### config.mk
export PLATFORM = sky130hd
export DESIGN_NAME = mux_sync_sel_nxm
export DESIGN_NICKNAME = d
export VERILOG_FILES = /design/src/rtl/mux_sync_sel_nxm_pkg.sv /design/src/rtl/mux_sync_sel_nxm_chan.sv /design/src/rtl/mux_sync_sel_nxm.sv
export SDC_FILE = /design/constraint.sdc
export NUM_CORES = 1
export LEC_CHECK = 0
export CORE_MARGIN = 5
export CORE_UTILIZATION = 59
export DETAILED_ROUTE_END_ITERATION = 8
export HOLD_SLACK_MARGIN = 0.02
export PLACE_DENSITY = 0.89
export SYNTH_ARGS = -nofsm -noshare
export SYNTH_HDL_FRONTEND = slang
export SYNTH_SLANG_ARGS = --single-unit
### constraint.sdc
create_clock -name clk -period 3.2 [get_ports clk]
set_input_delay 0.64 -clock clk [delete_from_list [all_inputs] [get_ports clk]]
set_output_delay 0.64 -clock clk [all_outputs]
set_load 0.05 [all_outputs]
### src/rtl/mux_sync_sel_nxm_pkg.sv
// Shared types and helpers for the synchronised N_IN x N_OUT gate-signal selector.
package mux_sync_sel_nxm_pkg;

  localparam logic SAFE_LVL_DEF = 1'b0;

  typedef enum logic {
    RUN   = 1'b0,
    BLANK = 1'b1
  } chan_state_t;

  // Width needed to hold v-1 (i.e. $clog2(v)), never less than one bit.
  function automatic int clog2_min1(input int v);
    int w;
    w = $clog2(v);
    return (w < 1) ? 1 : w;
  endfunction

endpackage

### src/rtl/mux_sync_sel_nxm_chan.sv
// One output channel: shadow/active select, RUN/BLANK FSM, blank counter and output register.
module mux_sync_sel_chan
  import mux_sync_sel_nxm_pkg::*;
#(
  parameter int   N_IN      = 8,
  parameter int   SEL_W     = $clog2(N_IN),
  parameter int   BLANK_CYC = 4,
  parameter logic SAFE_LVL  = SAFE_LVL_DEF
) (
  input  logic             clk,
  input  logic             rst,
  input  logic [N_IN-1:0]  in_vec,
  input  logic             wr_en,
  input  logic [SEL_W-1:0] wr_data,
  input  logic             commit,
  output logic             out,
  output logic             blank,
  output logic             pend
);

  localparam int  CNT_W    = clog2_min1(BLANK_CYC + 1);
  localparam bit  BLANK_EN = (BLANK_CYC > 0);

  logic [SEL_W-1:0] r_shadow;
  logic [SEL_W-1:0] r_active;
  logic [CNT_W-1:0] r_cnt;
  chan_state_t      r_state;
  logic             r_out;
  logic             r_pend;

  logic [SEL_W-1:0] w_wr_val;
  logic [SEL_W-1:0] w_shadow_nxt;
  logic [SEL_W-1:0] w_active_nxt;
  logic             w_change;
  chan_state_t      w_state_nxt;
  logic [CNT_W-1:0] w_cnt_nxt;
  logic             w_out_nxt;

  // Out-of-range selects (non-power-of-2 N_IN) collapse to input 0.
  assign w_wr_val     = ({{(32-SEL_W){1'b0}}, wr_data} < 32'(N_IN)) ? wr_data : '0;
  assign w_change     = commit && (r_shadow != r_active);
  assign w_active_nxt = w_change ? r_shadow : r_active;
  assign w_shadow_nxt = wr_en ? w_wr_val : r_shadow;

  always_ff @(posedge clk) begin
    if (rst) begin
      r_state  <= RUN;
      r_cnt    <= '0;
      r_shadow <= '0;
      r_active <= '0;
      r_pend   <= 1'b0;
      r_out    <= SAFE_LVL;
    end else begin
      r_state  <= w_state_nxt;
      r_cnt    <= w_cnt_nxt;
      r_shadow <= w_shadow_nxt;
      r_active <= w_active_nxt;
      r_pend   <= (w_shadow_nxt != w_active_nxt);
      r_out    <= w_out_nxt;
    end
  end

  // A changing commit (re)loads the full blank even mid-blank; the count-1 cycle releases to RUN.
  always_comb begin
    w_state_nxt = r_state;
    w_cnt_nxt   = r_cnt;
    if (w_change && BLANK_EN) begin
      w_state_nxt = BLANK;
      w_cnt_nxt   = CNT_W'(BLANK_CYC);
    end else if (r_state == BLANK) begin
      if (r_cnt <= CNT_W'(1)) begin
        w_state_nxt = RUN;
        w_cnt_nxt   = '0;
      end else begin
        w_cnt_nxt   = r_cnt - CNT_W'(1);
      end
    end
  end

  always_comb begin
    w_out_nxt = in_vec[r_active];
    if (w_state_nxt == BLANK) begin
      w_out_nxt = SAFE_LVL;
    end
  end

  assign out   = r_out;
  assign blank = (r_state == BLANK);
  assign pend  = r_pend;

endmodule

### src/rtl/mux_sync_sel_nxm.sv
// Registered N_IN-to-N_OUT selector with carrier-synchronous select commit and
// per-channel blanking to a safe level on every select change.
module mux_sync_sel_nxm
  import mux_sync_sel_nxm_pkg::*;
#(
  parameter int   N_IN      = 8,
  parameter int   N_OUT     = 4,
  parameter int   SEL_W     = $clog2(N_IN),
  parameter int   CH_W      = (N_OUT > 1) ? $clog2(N_OUT) : 1,
  parameter int   BLANK_CYC = 4,
  parameter logic SAFE_LVL  = SAFE_LVL_DEF
) (
  input  logic             clk,
  input  logic             rst,
  input  logic [N_IN-1:0]  in_vec,
  input  logic             sel_wr_en,
  input  logic [CH_W-1:0]  sel_wr_ch,
  input  logic [SEL_W-1:0] sel_wr_data,
  input  logic             upd_en,
  input  logic             upd_strobe,
  output logic [N_OUT-1:0] out_vec,
  output logic [N_OUT-1:0] blank_vec,
  output logic [N_OUT-1:0] sel_pend
);

  logic w_commit;
  assign w_commit = upd_en && upd_strobe;

  // Channel indices >= N_OUT match no instance, so such writes are dropped.
  for (genvar k = 0; k < N_OUT; k++) begin : g_chan
    logic w_wr_en;
    assign w_wr_en = sel_wr_en && (sel_wr_ch == CH_W'(k));

    mux_sync_sel_chan #(
      .N_IN      (N_IN),
      .SEL_W     (SEL_W),
      .BLANK_CYC (BLANK_CYC),
      .SAFE_LVL  (SAFE_LVL)
    ) u_chan (
      .clk     (clk),
      .rst     (rst),
      .in_vec  (in_vec),
      .wr_en   (w_wr_en),
      .wr_data (sel_wr_data),
      .commit  (w_commit),
      .out     (out_vec[k]),
      .blank   (blank_vec[k]),
      .pend    (sel_pend[k])
    );
  end

endmodule

== Word-level counts from Yosys, hierarchy flattened ==
Cells that the tools add are included.
W data, S select, Z words.
Storage, ports and cells
  bits in registers: 48
  input bits: 18
  word-level logic and storage cells: 113
Cells by class
  $add $sub $neg: 4
  order comparisons: 8
  equality and inequality tests: 11
  muxes and demuxes: 40
  reductions and logical operators: 22
Operators with widths (number)
  $mux W3: 20
  $ne A3 B3 Y1: 8
  $lt A3 B4 Y1 const B: 4
  $mux W1: 16
  $reduce_or A2 Y1: 8
  $bmux W1 S3: 4
  $le A3 B1 Y1 const B: 4
  $sub A3 B1 Y3 const B: 4
  $logic_and A1 B1 Y1: 9
  $reduce_bool A2 Y1: 4
  $eq A2 B2 Y1 const B: 2
  $eq A2 B1 Y1 const B: 1
  $logic_not A2 Y1: 1

== Longest topological paths before layout ==
  word-level depth: 5
  gate-level depth with buffers: 6
  mapped depth without buffers: 6

== Cells and area by module ==
A second synthesis with hierarchy kept.
Second synthesis, totals
  cell total of the unflattened synthesis: 293
  area total of the unflattened synthesis: 2801.4 um^2
Modules (own cells, without submodules)
  mux_sync_sel_chan: times used 4, cells an instance 72, area an instance 689.4 um^2, sequential area each 240.2 um^2
  mux_sync_sel_nxm: times used 1, cells an instance 5, area an instance 43.8 um^2, sequential area each 0.0 um^2

== Worst setup path before layout ==
No wires, ideal clock.
  path kind: input to register
  start: input upd_en
  end: register g_chan[0].u_chan.r_pend
  setup time: 131 ps
  arrival: 1515 ps
  data required time: 3069 ps
  setup slack: 1554 ps
  stages: 5
  path buffers: 1
  cells stage by stage: nand2_2 buf_2 mux2i_1 xnor2_1 a31oi_1
Between the ends
  word-level cells in the longest chain between the ends: 4
Ends and longest elaborated chain
  from (decl): RTL line mux_sync_sel_nxm.sv:19  | input logic upd_en,
  $logic_and A1 B1 Y1: RTL line mux_sync_sel_nxm.sv:27  | assign w_commit = upd_en && upd_strobe;
  $logic_and A1 B1 Y1: RTL line mux_sync_sel_nxm_chan.sv:41  | assign w_change = commit && (r_shadow != r_active);
  $mux W3: RTL line mux_sync_sel_nxm_chan.sv:42  | assign w_active_nxt = w_change ? r_shadow : r_active;
  $ne A3 B3 Y1: RTL line mux_sync_sel_nxm_chan.sv:58  | r_pend <= (w_shadow_nxt != w_active_nxt);
  to (signal assigned): RTL line mux_sync_sel_nxm_chan.sv:58
  to (decl): RTL line mux_sync_sel_nxm_chan.sv:29  | logic r_pend;
Every way passes these cells.
A chain may end at the register's enable or synchronous reset.

== Worst setup path after layout ==
  start: register g_chan[0].u_chan.r_state
  end: output blank_vec[0]
RTL lines
  from (decl): RTL line mux_sync_sel_nxm_chan.sv:27  | chan_state_t r_state;
  from (signal assigned): RTL line mux_sync_sel_nxm_chan.sv:54  | r_state <= w_state_nxt;
  to (decl): RTL line mux_sync_sel_nxm.sv:22  | output logic [N_OUT-1:0] blank_vec,
No word-level cell between the ends.

==> impl_metrics.ini <==
[sta]
fin_setup_tns_ns = 0
worst_pin_slew_ns = 0.854
fin_ws_ns = 1.01
setup_viol = 0
final.setup_skew_ns = 0.00772
final-max-slew-violation-count = 0
finalCriticalPeriod_ns = 2.19
max_slew_margin = 0.429
fmax_ghz = 0.457
grt_setup_unrepaired = no
hold_viol = 0
min_period_over_period = 0.684

[layout]
nFillCells = 298
regArea_sq_um = 961
final_util = 0.695
final_nets = 273
post_route_cells_drive_above_1_share = 0.112
diodes = 0
synthToLayoutAreaGrowth_pct = 15.2
multi_input_area_sq_um = 1280

[clock_network]
ctsHoldBuffers = 0
ctsResizeCount = 0
cts_made_buffers = 5
cts_root_buf = clkbuf_8
htreeDepth = 2
cts_sinks = 48
cts_tree = yes
postCtsSetupRepairBufs = 0
clk_pin_slew_worst_paths_ns = 0.09
cts_buffer_depth = 2
clk_latency_ns = 0.31

[place]
dp_slack_ns = 0.966
hpwl_um = 3410
gp_congestion = 0.773
io_buffers = 29

[hold_path]
holdPathEnd = g_chan[0].u_chan.r_cnt[2]
whs_path_depth = 2
min-delay-start = g_chan[0].u_chan.r_cnt[2]
hp-class = flop to flop

[critical_path]
reg2reg_depth = 3
cp_data_arrival_time_ns = 1.55
cpLargestDelayFamily = buffers and inverters
critical_path.max_fanout = 6
crit_buf_inv = 1
path_class = flop to primary output
worst_path_max_delay_cell = clkdlybuf4s50_1
ff2ff_setup_slack_ns = 1.64
worst_r2r_endpoint = g_chan[1].u_chan.out
path_cells = clkdlybuf4s50_1
r2r-start = g_chan[1].u_chan.r_active[0]
endpoint_kind = primary output
crit_required_ns = 2.56
critPathMaxStageDelay_ns = 0.84
startpoint_type = flop

[power]
pwr-share-clk = 0.353
p_comb_frac = 0.135
seqPwrFrac = 0.512
power.internal_w = 0.000925
power.total_w = 0.00123
leakage_nw = 1.07
switching_share = 0.247
max-vdd-ir-drop_uv = 335
switching_power_w = 0.000303
powerDensity_nw_per_um2 = 448

[route]
wl_met1_um = 1990
drt_iter0_drc = 89
avgViaCountPerCell = 5.50
avgRoutedWirePerCell_um = 14.7
vias = 1645
drc_errors = 0
ant_nets = 0
wl_met2_um = 2130
top_signal_layer_used = met4
dr_wl_met3_um = 201
first_pass_iters = 4
totalWireLength_um = 4390

[yosys]
syn_nets = 253
ys_seq_area_frac = 0.404
synth_warnings = 0
synthDistinctLibCells = 31
netlist_instances = 228
syn_area_sq_um = 2380
avgSynthCellArea_sq_um = 10.4
ys_ff_latch = 48

[grt]
grt_max_degree = 26
antenna_found_initial = 0
grt_usage = 0.183
grt_pass1_wl_um = 7490
grt_pass1_vias = 1633
grt-ovfl-total = 0

[job]
cap_violations = 0

[floorplan]
die-area_sq_um = 5400
die_h_um = 73.5
dieWidth_um = 73.5
core_area_sq_um = 3940
placementRows = 23
initial_core_util = 0.603
io_pins = 30

[run_status]
status = completed
==> through the flow <==
stage	hold WS (ns)	instance area (sq um)	std cells
final	0.520	2740	299
after global routing	0.543	2740	299
after CTS	0.509	2740	299
after detailed placement	0.498	2630	291
after global placement	0.492	2630	291
after floorplan	0.476	2380	228
==> cell families after synthesis <==
logic type / after synthesis / synth area share
flip-flops: 48 / 0.404
multiplexers: 40 / 0.216
adder cells (fa/ha/maj): 7 / 0.0368
AO/OA/AOI/OAI: 31 / 0.0831
buffers and inverters: 25 / 0.0589
AND/OR/NAND/NOR: 53 / 0.113
XOR/XNOR: 24 / 0.0884
==> flip-flops by register name, indices dropped and copies added, names as in the netlist <==
signal,flops
g_chan.u_chan.out,4
g_chan.u_chan.r_active,12
g_chan.u_chan.blank,4
g_chan.u_chan.r_shadow,12
g_chan.u_chan.r_cnt,12
g_chan.u_chan.pend,4
==> synthesized netlist by cell type <==
master,number,area [sq um]
a211oi_1,1,7.51
mux2i_1,28,280
o21ba_2,3,30.0
ha_1,7,87.6
buf_4,12,90.1
o22ai_1,3,18.8
nand2_1,5,18.8
and3_1,3,18.8
dfxtp_1,48,961
nand2_2,1,6.26
o21ai_0,4,20.0
nor3b_1,4,30.0
mux4_1,2,52.6
a31oi_1,5,31.3
nand3_1,1,5.00
nor3b_2,1,12.5
buf_1,2,7.51
a31o_2,4,35.0
buf_2,1,5.00
inv_1,8,30.0
or3_1,1,6.26
xnor2_1,24,210
nand3b_1,2,15.0
clkbuf_1,2,7.51
mux2_2,4,45.0
and2_1,6,37.5
nand2b_1,1,6.26
a21oi_1,11,55.1
nor2b_1,3,18.8
mux4_2,6,135
nor2_1,25,93.8
==> layout by cell type (no fill, tap or decap) <==
| cell | Yosys | routed |
|---|---|---|
| a21oi_1 | 11 | 11 |
| clkinvlp_4 | 0 | 1 |
| nand2_1 | 5 | 5 |
| o22ai_1 | 3 | 3 |
| nand3_1 | 1 | 1 |
| o21ba_2 | 3 | 3 |
| a31oi_1 | 5 | 5 |
| a31o_2 | 4 | 4 |
| inv_1 | 8 | 8 |
| nand3b_1 | 2 | 2 |
| dfxtp_1 | 48 | 48 |
| and3_1 | 3 | 3 |
| bufinv_16 | 0 | 1 |
| buf_4 | 12 | 1 |
| clkbuf_8 | 0 | 5 |
| a211oi_1 | 1 | 1 |
| o21ai_0 | 4 | 4 |
| ha_1 | 7 | 7 |
| mux2_2 | 4 | 4 |
| mux4_2 | 6 | 6 |
| and2_1 | 6 | 6 |
| mux2i_1 | 28 | 28 |
| clkinv_2 | 0 | 1 |
| nor2b_1 | 3 | 3 |
| xnor2_1 | 24 | 24 |
| nand2b_1 | 1 | 1 |
| or3_1 | 1 | 1 |
| nor2_1 | 25 | 25 |
| mux4_1 | 2 | 2 |
| nor3b_2 | 1 | 1 |
| nor3b_1 | 4 | 4 |
| clkdlybuf4s50_1 | 0 | 29 |
| nand2_2 | 1 | 1 |
==> layout make-up <==
| class | count | area share |
|---|---|---|
| sequential | 48 | 0.351 |
| timing repair buffer | 30 | 0.109 |
| clock inverter | 3 | 0.0155 |
| tap | 50 | 0.0228 |
| inverter | 8 | 0.0110 |
| multi-input combinational | 155 | 0.466 |
| clock buffer | 5 | 0.0251 |
==> power groups by stage <==
stage | Combinational, W | Clock (W) | Sequential (W)
detailed placement | 0.000166 | 0 | 0.000643
finish | 0.000166 | 0.000433 | 0.000629
global placement | 0.000164 | 0 | 0.000642
CTS | 0.000167 | 0.000446 | 0.000629
floorplan | 0.000121 | 0 | 0.000640
global route | 0.000178 | 0.000470 | 0.000631
==> worst max path at each step <==
stage | start | end | slack [ns] | cells after the start
floorplan | upd_en | g_chan[0].u_chan.pend | 1.55 | 5
global placement | rst | g_chan[3].u_chan.blank | 0.98 | 3
detailed placement | rst | g_chan[3].u_chan.r_active[0] | 0.97 | 3
CTS | g_chan[0].u_chan.blank | blank_vec[0] | 0.99 | 1
global route | g_chan[0].u_chan.blank | blank_vec[0] | 0.95 | 1
finish | g_chan[0].u_chan.blank | blank_vec[0] | 1.01 | 1
==> per-layer routing <==
metal / track usage / vias up
met2: 0.298 / 30
met5: 0 / -
met4: 0.0644 / 0
li1: - / 824
met3: 0.0506 / 5
met1: 0.232 / 786
Note: power is estimated with default switching activity, not from simulation.
